===== src/rtl/shift_ex_stage.sv =====
// Two-stage RV32I shift execute unit: stage 1 decodes and registers shift controls,
// stage 2 runs the combinational shifter and registers result, rd and illegal flag.

module shifter #(
  parameter int XLEN = 32
) (
  input  logic [XLEN-1:0] operand,
  input  logic [4:0]      shamt,
  input  logic            shift_right,
  input  logic            shift_arith,
  output logic [XLEN-1:0] result
);
  always_comb begin
    if (!shift_right)
      result = operand << shamt;
    else if (shift_arith)
      result = XLEN'($signed(operand) >>> shamt);
    else
      result = operand >> shamt;
  end
endmodule

module shift_ex_stage #(
  parameter int XLEN = 32
) (
  input  logic            clk,
  input  logic            rst,
  input  logic            flush,
  input  logic            in_valid,
  output logic            in_ready,
  input  logic [31:0]     in_instr,
  input  logic [XLEN-1:0] in_rs1_val,
  input  logic [XLEN-1:0] in_rs2_val,
  output logic            out_valid,
  input  logic            out_ready,
  output logic [XLEN-1:0] out_result,
  output logic [4:0]      out_rd,
  output logic            out_illegal,
  output logic [31:0]     out_count
);
  localparam logic [6:0] OP_IMM = 7'b0010011;
  localparam logic [6:0] OP_REG = 7'b0110011;

  // Handshake: a transfer happens on a rising edge where valid && ready are both
  // high; the producer holds valid and payload stable until that edge.

  logic [6:0] opcode;
  logic [2:0] funct3;
  logic [6:0] f7;
  logic       unused_bits;

  assign opcode      = in_instr[6:0];
  assign funct3      = in_instr[14:12];
  assign f7          = in_instr[31:25];
  assign unused_bits = ^{in_rs2_val[XLEN-1:5], in_instr[19:15]};

  logic       legal_fn;
  logic       dec_legal;
  logic [4:0] dec_shamt;
  logic       dec_right;
  logic       dec_arith;

  always_comb begin
    legal_fn = 1'b0;
    case (funct3)
      3'b001:  legal_fn = (f7 == 7'b0000000);
      3'b101:  legal_fn = (f7 == 7'b0000000) || (f7 == 7'b0100000);
      default: legal_fn = 1'b0;
    endcase
    dec_legal = ((opcode == OP_IMM) || (opcode == OP_REG)) && legal_fn;
    dec_shamt = (opcode == OP_REG) ? in_rs2_val[4:0] : in_instr[24:20];
    dec_right = funct3[2];
    // Arithmetic only makes sense for right shifts.
    dec_arith = funct3[2] & f7[5];
  end

  logic            s1_v;
  logic [XLEN-1:0] s1_operand;
  logic [4:0]      s1_shamt;
  logic            s1_right;
  logic            s1_arith;
  logic [4:0]      s1_rd;
  logic            s1_illegal;

  logic            s2_v;
  logic [XLEN-1:0] s2_result;
  logic [4:0]      s2_rd;
  logic            s2_illegal;

  logic            s1_adv;
  logic            s2_adv;
  logic            in_fire;
  logic            s1_move;
  logic            out_fire;
  logic [XLEN-1:0] sh_result;

  assign s2_adv   = !s2_v || out_ready;
  assign s1_adv   = !s1_v || s2_adv;
  assign in_ready = s1_adv && !flush;
  assign in_fire  = in_valid && in_ready;
  assign s1_move  = s1_v && s2_adv && !flush;
  assign out_fire = s2_v && out_ready;

  shifter #(.XLEN(XLEN)) u_shifter (
    .operand     (s1_operand),
    .shamt       (s1_shamt),
    .shift_right (s1_right),
    .shift_arith (s1_arith),
    .result      (sh_result)
  );

  always_ff @(posedge clk or posedge rst) begin
    if (rst) begin
      s1_v <= 1'b0;
      s2_v <= 1'b0;
    end else if (flush) begin
      s1_v <= 1'b0;
      s2_v <= 1'b0;
    end else begin
      if (s1_adv) s1_v <= in_fire;
      if (s2_adv) s2_v <= s1_v;
    end
  end

  always_ff @(posedge clk or posedge rst) begin
    if (rst) begin
      s1_operand <= '0;
      s1_shamt   <= '0;
      s1_right   <= 1'b0;
      s1_arith   <= 1'b0;
      s1_rd      <= '0;
      s1_illegal <= 1'b0;
    end else if (in_fire) begin
      s1_operand <= in_rs1_val;
      s1_shamt   <= dec_shamt;
      s1_right   <= dec_right;
      s1_arith   <= dec_arith;
      s1_rd      <= in_instr[11:7];
      s1_illegal <= !dec_legal;
    end
  end

  always_ff @(posedge clk or posedge rst) begin
    if (rst) begin
      s2_result  <= '0;
      s2_rd      <= '0;
      s2_illegal <= 1'b0;
    end else if (s1_move) begin
      s2_result  <= s1_illegal ? '0 : sh_result;
      s2_rd      <= s1_rd;
      s2_illegal <= s1_illegal;
    end
  end

  // A handshake coinciding with flush has already transferred, so it still counts.
  always_ff @(posedge clk or posedge rst) begin
    if (rst)
      out_count <= '0;
    else if (out_fire)
      out_count <= out_count + 32'd1;
  end

  assign out_valid   = s2_v;
  assign out_result  = s2_result;
  assign out_rd      = s2_rd;
  assign out_illegal = s2_illegal;
endmodule

===== config.mk =====
export PLATFORM = sky130hd
export DESIGN_NAME = shift_ex_stage
export DESIGN_NICKNAME = d
export VERILOG_FILES = /design/src/rtl/shift_ex_stage.sv
export SDC_FILE = /design/constraint.sdc
export NUM_CORES = 1
export LEC_CHECK = 0
export CELL_PAD_IN_SITES_DETAIL_PLACEMENT = 1
export CELL_PAD_IN_SITES_GLOBAL_PLACEMENT = 2
export CORE_ASPECT_RATIO = 1.4
export CORE_MARGIN = 4
export CORE_UTILIZATION = 34
export CTS_BUF_LIST = sky130_fd_sc_hd__clkbuf_4
export DETAILED_ROUTE_END_ITERATION = 10
export PLACE_DENSITY = 0.87
export SETUP_SLACK_MARGIN = 0.3
export SYNTH_ARGS = -nofsm -noshare
export SYNTH_HDL_FRONTEND = slang
export SYNTH_SLANG_ARGS = --single-unit
export TNS_END_PERCENT = 5

===== constraint.sdc =====
create_clock -name clk -period 4.1 [get_ports clk]
set_input_delay 0.615 -clock clk [delete_from_list [all_inputs] [get_ports clk]]
set_output_delay 0.615 -clock clk [all_outputs]
set_load 0.05 [all_outputs]

==> key figures <==
Die
  – Area of the die: 27,500 um^2
  – Number of rows created at floorplan: 68
  – Chip width: 141 um
  – DIE HEIGHT: 195 um
  – Starting density of the core: 34.4%
  – Std-Cell Core Area: 24,600 um^2
  – Number of top-level pins: 173

Detailed routing
  – Routed wirelength normalized by instance count: 24.7 um
  – Total via count after detailed routing: 7,722
  – Final routed DRC violation total: 0
  – Vias per std cell: 6.00
  – First-pass DRT Iterations: 5
  – Antenna violation net count after detailed routing: 0
  – Final Routed Wirelength: 31.8 mm
  – Detailed Route Iter0 Violations: 733

CTS
  – Count of H-tree levels built during CTS: 4
  – Cell at the root of the clock tree: sky130_fd_sc_hd__clkbuf_4
  – Post_cts resized: 0
  – Count of hold buffers inserted by post-cts repair: 0
  – CTS tree: built
  – Number of buffers on the longest clock path: 2
  – Clock transition at the register clock pins on the worst setup and hold paths after CTS: 140 ps
  – Number of CTS-inserted buffers: 17
  – Number of buffers inserted to repair setup after CTS: 0
  – Clock latency reported for the late side of the worst-skew pair: 610 ps
  – TritonCTS Sinks: 117

Setup path
  – Crit-path max cell delay: 1100 ps
  – CP arrival: 4040 ps
  – Slowest stage cell, crit path: sky130_fd_sc_hd__a2111oi_0
  – CP startpoint kind: register
  – Element type at the critical path end: register
  – Bufs and invs on worst path: 2
  – Family of cells with the greatest summed delay on the critical path: compound AO/OA/AOI/OAI gates
  – Required time at the worst-slack endpoint: 4630 ps
  – Maximum fanout count along the critical path: 53
  – Startpoint-to-endpoint class of the critical path: reg2reg
  – Cell breakdown of the critical path: buf_4, or2_2, nor3_1, mux2i_1, a2111oi_0, buf_4, nand4b_1
  – Cell with the most instances on the worst path: sky130_fd_sc_hd__buf_4

Power and ir drop
  – Net Sw Frac: 46.4%
  – Leakage: 4.16 nW
  – Total power density per cell area: 449 nW/um^2
  – Clock share of power: 17.2%
  – Share of power burned in registers: 34.4%
  – Sw Pwr: 2.18 mW
  – Int Power: 2.52 mW
  – Gate power share: 48.4%
  – Maximum vdd drop: 200 uV

Timing
  – Final min period: 3510 ps
  – Setup repair after global routing missed its margin: no
  – Pins over their slew limit: 0
  – Setup Viol. Count Final: 0
  – Share of the clock period used by the worst path after layout: 85.6%
  – Setup TNS after final layout: 0 ps
  – Final hold violation count: 0
  – Max-slew headroom at the worst pin: 14.7%
  – Worst Skew: 25.5 ps
  – Slew of the pin with the lowest slew margin: 1250 ps
  – F_max: 285 MHz

Placement
  – Cell Area, Placed: 10,200 um^2
  – Number of buffers added on ports: 140
  – Final weighted congestion of routability-driven global placement: 1.01
  – HPWL after detailed placement: 24.2 mm

Synth
  – Post-synthesis cell area: 8460 um^2
  – Flop and latch count out of synthesis: 117
  – Post-synthesis async set-or-reset flop share: 100%
  – Number of synthesized flops with an enable pin: 0
  – Number of different library cells in the post-synthesis netlist: 69
  – Most used flip-flop cell after synthesis: sky130_fd_sc_hd__dfrtp_1
  – Number of nets produced by synthesis: 937
  – Post-synthesis sequential area ratio: 34.6%
  – Synth Warn #: 0
  – Synthesized area per cell: 10.1 um^2
  – Post-Synthesis Cells: 835

Global routing
  – Total overflow reported by the global router: 0
  – Number of antenna violations at the first check in global routing: 1
  – Vias in the first global route: 8,088
  – Largest net degree at the start of global routing: 57
  – First-pass GRT wire length: 49.1 mm
  – Overall global routing resource usage: 23.2%

Final layout
  – Total non-filler cell area in the finished layout: 10,500 um^2
  – Most frequent cells in the layout: sky130_fd_sc_hd__clkdlybuf4s50_1 (140), sky130_fd_sc_hd__nand2_1 (119), sky130_fd_sc_hd__dfrtp_1 (115)
  – Total number of nets in the final design: 1,061
  – Fraction of final layout cells sized beyond drive strength 1: 20.4%
  – # fillers: 2,706
  – Most frequent standard cell in the layout excluding fill and tap cells: sky130_fd_sc_hd__clkdlybuf4s50_1
  – Area overhead of the layout relative to synthesis: 23.7%
  – End-of-flow core utilization: 42.6%

Flow run
  – Count of max-cap constraint violations: 0

Outcome
  – Outcome: finished, final reports clean

Min path
  – Path class of the lowest-slack min-delay path: in2async
## kinds of logic (layout without fill, tap and decap cells)
logic type / Yosys count / in the layout / synth area share [%]
mux: 156 / 156 / 28.5
fa+ha+maj: 1 / 1 / 0.148
compound gates: 164 / 164 / 13.2
xor+xnor: 31 / 31 / 3.21
buf+inv: 75 / 212 / 3.90
other cells: 0 / 1 / 0
simple gates: 291 / 291 / 16.4
flops: 117 / 117 / 34.6
## area by class of cell
class                   instances  area (um^2)  share of cell area (%)
clock buffers                  18          135                    1.29
clock inverters                14          118                    1.12
repair buffers                170         1640                    15.7
well taps                     315          394                    3.76
inverters                      10         40.0                   0.382
multi-input cells             643         5210                    49.7
diodes                          1         2.50                  0.0239
flip-flops and latches        117         2930                    28.0
## flip-flops by register name (all words and copies together) (netlist names)
| signal | cells |
|---|---|
| out_count | 32 |
| out_result | 32 |
| s1_operand | 32 |
| out_rd | 5 |
| s1_rd | 5 |
| s1_shamt | 5 |
| out_illegal | 1 |
| out_valid | 1 |
| s1_arith | 1 |
| s1_illegal | 1 |
| s1_right | 1 |
| s1_v | 1 |
## cells in the mapped netlist (5+ instances only)
master,instances,area (um^2)
sky130_fd_sc_hd__dfrtp_1,117,2930
sky130_fd_sc_hd__a211oi_1,5,37.5
sky130_fd_sc_hd__mux2_2,53,597
sky130_fd_sc_hd__o211ai_1,21,158
sky130_fd_sc_hd__nand3_1,49,245
sky130_fd_sc_hd__a22oi_1,10,75.1
sky130_fd_sc_hd__nand4_1,9,56.3
sky130_fd_sc_hd__or3_1,5,31.3
sky130_fd_sc_hd__nor3_1,17,85.1
sky130_fd_sc_hd__o22ai_1,6,37.5
sky130_fd_sc_hd__mux4_2,63,1420
sky130_fd_sc_hd__nand2b_1,6,37.5
sky130_fd_sc_hd__o21ai_0,44,220
sky130_fd_sc_hd__and3_1,6,37.5
sky130_fd_sc_hd__buf_1,7,26.3
sky130_fd_sc_hd__buf_2,18,90.1
sky130_fd_sc_hd__clkbuf_1,34,128
sky130_fd_sc_hd__xor2_1,8,70.1
sky130_fd_sc_hd__nor2_1,47,176
sky130_fd_sc_hd__a21oi_1,24,120
sky130_fd_sc_hd__buf_4,5,37.5
sky130_fd_sc_hd__nor2b_1,6,37.5
sky130_fd_sc_hd__mux2i_1,40,400
sky130_fd_sc_hd__nand2_1,120,450
sky130_fd_sc_hd__inv_1,8,30.0
sky130_fd_sc_hd__xnor2_1,23,201
sky130_fd_sc_hd__a31oi_1,5,31.3
## through the flow
step,cells,setup slack [ps],hold slack [ps],power (mW)
floorplan,835,384,433,3.05
global placement,1255,713,443,3.85
detailed placement,1255,712,450,3.89
CTS,1287,669,476,4.70
global route,1288,491,504,4.92
finish,1288,589,458,4.70
## power by group through the flow
stage	clock network [mW]	registers [mW]	logic, mW
4_1_cts	0.833	1.62	2.25
3_3_place_gp	0	1.62	2.23
2_1_floorplan	0	1.88	1.17
3_5_place_dp	0	1.64	2.25
5_1_grt	0.885	1.66	2.38
6_report	0.806	1.62	2.27
## per-layer routing
metal	vias up	part of all wire (%)	global-route usage (%)
met3	90	5.4	3.99
met2	334	50	39.5
li1	3421	-	-
met4	0	5.6	12.5
met1	3877	38	27.6
met5	-	0	0
## final timing paths
path                                  end         from  depth (start not counted)  slack (ps)
setup / recovery           out_result[30]  s1_shamt[1]                          7         590
hold / removal              s1_operand[7]          rst                          2         460
setup reg to reg           out_result[30]  s1_shamt[1]                          7         590
hold reg to reg                 out_rd[0]     s1_rd[0]                          2         480
max in group asynchronous     s1_shamt[0]          rst                          3        2650
min in group clk                out_rd[0]     s1_rd[0]                          2         480
No activity file was read; power rests on OpenSTA's default activity.
